==> src/rtl/pkg_UART.sv <==
// pkg_UART: shared UART control-register bit positions and RX handoff FSM states.
package pkg_UART;

    typedef enum logic [1:0] {
        ST_IDLE = 2'd0,
        ST_LOAD = 2'd1,
        ST_SET  = 2'd2,
        ST_WAIT = 2'd3
    } rx_state_t;

    localparam int CTRL_SEND_BIT   = 0;
    localparam int CTRL_NEW_RX_BIT = 1;
    localparam int CTRL_OVR_BIT    = 2;

endpackage

==> src/rtl/module_rx_fifo.sv <==
// module_rx_fifo: small byte FIFO with combinational head; push at full is accepted only alongside a pop.
module module_rx_fifo #(
    parameter int DEPTH  = 4,
    parameter int DATA_W = 8,
    localparam int AW    = $clog2(DEPTH)
) (
    input  logic              clk_i,
    input  logic              reset_i,
    input  logic              push_i,
    input  logic              pop_i,
    input  logic [DATA_W-1:0] din_i,
    output logic [DATA_W-1:0] dout_o,
    output logic              full_o,
    output logic              empty_o,
    output logic [AW:0]       count_o
);
    logic [DATA_W-1:0] mem_q [DEPTH];
    logic [DATA_W-1:0] mem_d [DEPTH];
    logic [AW-1:0]     wr_q, wr_d, rd_q, rd_d;
    logic [AW:0]       cnt_q, cnt_d;
    logic              do_push, do_pop;

    assign full_o  = cnt_q == (AW+1)'(DEPTH);
    assign empty_o = cnt_q == '0;
    assign count_o = cnt_q;
    assign dout_o  = mem_q[rd_q];
    assign do_pop  = pop_i & ~empty_o;
    assign do_push = push_i & (~full_o | do_pop);

    always_comb begin
        mem_d = mem_q;
        if (do_push) mem_d[wr_q] = din_i;
        wr_d  = wr_q + AW'(do_push);
        rd_d  = rd_q + AW'(do_pop);
        cnt_d = cnt_q + (AW+1)'(do_push) - (AW+1)'(do_pop);
    end

    always_ff @(posedge clk_i or posedge reset_i) begin
        if (reset_i) begin
            for (int i = 0; i < DEPTH; i++) mem_q[i] <= '0;
            wr_q  <= '0;
            rd_q  <= '0;
            cnt_q <= '0;
        end else begin
            mem_q <= mem_d;
            wr_q  <= wr_d;
            rd_q  <= rd_d;
            cnt_q <= cnt_d;
        end
    end

endmodule

==> src/rtl/module_fsm_rx.sv <==
// module_fsm_rx: buffers received bytes and hands them one at a time to the register file,
// waiting for software to clear the new-data bit between handoffs.
module module_fsm_rx
    import pkg_UART::*;
#(
    parameter int DEPTH  = 4,
    parameter int DATA_W = 8,
    localparam int CW    = $clog2(DEPTH) + 1
) (
    input  logic              clk_i,
    input  logic              reset_i,
    input  logic              rx_done_i,
    input  logic [DATA_W-1:0] rx_data_i,
    input  logic [31:0]       control_rx_i,
    output logic [DATA_W-1:0] rx_data_o,
    output logic              wr_data_o,
    output logic              set_new_o,
    output logic              ovr_o,
    output logic [CW-1:0]     count_o
);
    rx_state_t         state_q, state_d;
    logic [DATA_W-1:0] rx_data_q, rx_data_d;
    logic [DATA_W-1:0] head;
    logic              fifo_full, fifo_empty, pop, new_rx;
    logic              unused_ctrl;

    assign new_rx      = control_rx_i[CTRL_NEW_RX_BIT];
    assign unused_ctrl = ^{control_rx_i[31:2], control_rx_i[0]};

    module_rx_fifo #(.DEPTH(DEPTH), .DATA_W(DATA_W)) u_fifo (
        .clk_i   (clk_i),
        .reset_i (reset_i),
        .push_i  (rx_done_i),
        .pop_i   (pop),
        .din_i   (rx_data_i),
        .dout_o  (head),
        .full_o  (fifo_full),
        .empty_o (fifo_empty),
        .count_o (count_o)
    );

    assign pop       = state_q == ST_LOAD;
    assign wr_data_o = state_q == ST_LOAD;
    assign set_new_o = state_q == ST_SET;
    assign rx_data_o = rx_data_q;
    // A pop in ST_LOAD frees a slot in the same cycle, so only an idle full FIFO drops bytes
    assign ovr_o     = rx_done_i & fifo_full & ~pop;

    always_comb begin
        state_d   = state_q;
        rx_data_d = rx_data_q;
        case (state_q)
            ST_IDLE: if (!fifo_empty && !new_rx) begin
                rx_data_d = head;
                state_d   = ST_LOAD;
            end
            ST_LOAD: state_d = ST_SET;
            ST_SET:  state_d = ST_WAIT;
            ST_WAIT: state_d = new_rx ? ST_WAIT : ST_IDLE;
            default: state_d = ST_IDLE;
        endcase
    end

    always_ff @(posedge clk_i or posedge reset_i) begin
        if (reset_i) begin
            state_q   <= ST_IDLE;
            rx_data_q <= '0;
        end else begin
            state_q   <= state_d;
            rx_data_q <= rx_data_d;
        end
    end

endmodule
==> config.mk <==
export PLATFORM = sky130hd
export DESIGN_NAME = module_fsm_rx
export DESIGN_NICKNAME = d
export VERILOG_FILES = /design/src/rtl/pkg_UART.sv /design/src/rtl/module_rx_fifo.sv /design/src/rtl/module_fsm_rx.sv
export SDC_FILE = /design/constraint.sdc
export NUM_CORES = 1
export LEC_CHECK = 0
export ABC_AREA = 1
export ABC_CLOCK_PERIOD_IN_PS = 2450
export BUFFER_PORTS_ARGS = -buffer_cell sky130_fd_sc_hd__buf_4
export CAP_MARGIN = 15
export CORE_MARGIN = 3
export CORE_UTILIZATION = 45
export DETAILED_ROUTE_END_ITERATION = 8
export MAX_ROUTING_LAYER = met4
export PLACE_DENSITY = 0.68
export SLEW_MARGIN = 30
export SYNTH_ARGS = -nofsm -noshare
export SYNTH_HDL_FRONTEND = slang
export SYNTH_SLANG_ARGS = --single-unit
==> constraint.sdc <==
create_clock -name clk_i -period 2.45 [get_ports clk_i]
set_clock_uncertainty 0.2 [all_clocks]
set_input_delay 0.3675 -clock clk_i [delete_from_list [all_inputs] [get_ports clk_i]]
set_output_delay 0.3675 -clock clk_i [all_outputs]
set_load 0.02 [all_outputs]
==> metrics.md <==
| Metric | Value |
|---|---|
| Detailed-placement wirelength estimate | about 3500 um |
| Power Dens Cells | 1300 mW/mm^2 |
| Worst hold slack | 26.9 ps |
| Seq/Total Area, Yosys | 49.3% |
| Crit-path max FO | 37 |
| Cell area after synthesis | approximately 0.0025 mm^2 |
| Initial Utilization | about 47% |
| Die W | 80.3 um |
| I/O Buffers | 25 |
| Clk root buf | clkbuf_8 |
| Max_slew headroom | 58.8% |
| Unrepaired setup endpoints after global routing | no |
| Syn_nets | 357 |
| Antenna-violating nets left | 0 |
| Worst Tran Pin Value | 619 ps |
| Post-CTS Setup Inserts | 0 |
| TritonCTS clock tree | done |
| Pre-antenna DRT Iters | 4 |
| Grt total ovfl | 0 |
| Worst Path Required | 1880 ps |
| Clock sink total | 49 |
| TNS Setup | 0 ps |
| Fmax | 465 MHz |
| Endpoint class of the critical path | output pin |
| CP startpoint kind | flop |
| Endpoints failing hold | 0 |
| EDFF count, synth | 0 |
| Die area | between 0.006 and 0.007 mm^2 |
| Violation count after the first detailed-route iteration | 130 |
| Leak pwr | 0.00154 uW |
| Worst min path class | primary input to async pin |
| Peak supply drop | roughly 0.63 mV |
| Crit path kind | flop to output pin |
| Tcrit/Tclk final | between 80% and 90% |
| Seq cells post-synth | 49 |
| Worst skew pair latency | 300 ps |
| CTS H-Tree Depth | 2 |
| CTS max path bufs | 2 |
| Initial antenna violation count | 0 |
| Synthesized instance count | 311 |
| Mean cell area of the mapped netlist | about 8 um^2 |
| Fin nets | 379 |
| Largest net degree at the start of global routing | 50 |
| Routed vias | 2025 |
| Post-layout min period | around 2100 ps |
| # hold bufs at CTS | 0 |
| Endpoints failing setup | 0 |
| Top_reg_cell synth | dfrtp_1 |
| Routability cong. | 0.799 |
| Drt wl/cell | between 10 and 15 um |
| Data arrival, critical path | 1580 ps |
| Vias/cell | 5.02 |
| Core footprint | 0.00524 mm^2 |
| Routed wire length | slightly above 5000 um |
| Max Cap Viol | 0 |
| Area growth syn-to-layout | 11.4% |
| TritonCTS Buffers | 5 |
| Cell Rows | 26 |
| Ys async rst share | 100% |
| Synth unique cells | 21 |
| Residual DRC | 0 |
| Setup WS pre-CTS | 423 ps |
| Vias in the first global route | 1913 |
| I/O pin count | 57 |
| Setup ws final | 300 ps |
| Status | finished clean |
| Vert. Die Dim | 80.3 um |
| Clock slew at reported path FFs | roughly 80 ps |
| Gr usage total | 18.8% |
| Ant diodes | 0 |
| Fill cells | 548 |
| First-pass GRT wire length | 9070 um |
| Post-cts resize count | 0 |
| Yosys warnings | 0 |
| Fraction of layout cells with a size suffix above 1 | 15.3% |
| Max-slew violation count | 0 |
==> cell usage after synthesis (2+ instances only) <==
library cell,n,share of area (%)
nand3_1,10,2.0
nand4_1,33,8.3
inv_1,25,3.8
buf_6,5,2.3
dfrtp_1,49,49
nand3_2,5,2.0
buf_2,6,1.2
xor2_1,3,1.1
nor2_4,3,1.4
nor2_1,2,0.30
nand2_1,152,23
inv_2,5,0.76
buf_4,2,0.60
o21ai_0,3,0.60
ha_1,2,1.0
==> critical path, cell delays in order (launching register included) <==
cell and delay, ps:
dfrtp_1 400, inv_2 80, nand2_1 100, nand3_2 100
buf_4 340, nor2_1 80, buf_4 170
==> layout make-up <==
type                            count  area (um^2)  area share (%)
Clock buffer                        7         86.3            3.12
Inverter                           31          116            4.20
Timing Repair Buffer               28          210            7.59
Multi-Input combinational cell    218         1040            37.6
Sequential cell                    49         1230            44.3
Tap cell                           70         87.6            3.16
==> cells by family after synthesis <==
| family | Yosys count | share of synthesized area [%] |
|---|---|---|
| AO/OA/AOI/OAI | 4 | 0.957 |
| XOR/XNOR | 4 | 1.41 |
| adder cells (fa/ha/maj) | 3 | 1.81 |
| buffers and inverters | 44 | 8.76 |
| flip-flops | 49 | 49.3 |
| AND/OR/NAND/NOR | 207 | 37.7 |
==> power by group <==
group / internal (uW) / total (uW) / switching [uW]
Sequential: 1180 / 1450 / 265
Combinational: 593 / 1660 / 1060
Clock: 224 / 481 / 257
==> flip-flops by register name, summed over array words and instances (netlist names) <==
name            count
u_fifo.wr_q         2
rx_data_o           8
state_q             2
u_fifo.rd_q         2
u_fifo.mem_q       32
u_fifo.count_o      3
==> routing by layer <==
layer  track usage, %  share of wire [%]  wire length [um]  vias to the layer above
li1                 -                  -                 -                     1028
met1             25.1                 48              2460                      935
met2             28.2                 44              2240                       55
met3             4.37                6.7               345                        7
met4             6.08                1.3                69                        0
met5                -                  0                 0                        -
==> through the flow <==
step / total power (uW) / util [%] / cells / cell area [um^2]
6_report: 3590 / 52.8 / 403 / 2770
5_1_grt: 3950 / 52.8 / 403 / 2770
4_1_cts: 3620 / 52.8 / 403 / 2770
3_5_place_dp: 3130 / 51.2 / 396 / 2680
3_3_place_gp: 3090 / 51.2 / 396 / 2680
2_1_floorplan: 2720 / - / 311 / 2480
==> cell usage in the layout (no fill, tap or decap) <==
cell	instances
clkinv_1	1
xnor2_1	1
xor2_1	3
inv_2	6
o21ai_0	3
buf_4	28
nor2_4	3
nand2_1	152
nand3_1	10
nor2_2	1
clkbuf_8	6
a21oi_2	1
ha_1	2
nand4_1	33
clkbuf_1	1
nand4_2	1
fa_1	1
inv_1	24
nor2_1	2
nand3_2	5
dfrtp_1	49
==> path summary, 6_finish.rpt <==
path | slack, ps | end | startpoint | depth (start not counted)
worst max-delay path | 300 | ovr_o | state_q[1] | 6
worst min-delay path | 30 | rx_data_o[4] | reset_i | 3
worst max register to register | 400 | u_fifo.count_o[2] | u_fifo.count_o[1] | 7
worst min register to register | 270 | u_fifo.mem_q[8] | u_fifo.mem_q[8] | 2
max in group asynchronous | 1610 | u_fifo.mem_q[8] | reset_i | 3
min in group clk_i | 140 | u_fifo.mem_q[14] | rx_data_i[6] | 3
Power figures use the tool's default switching activity.
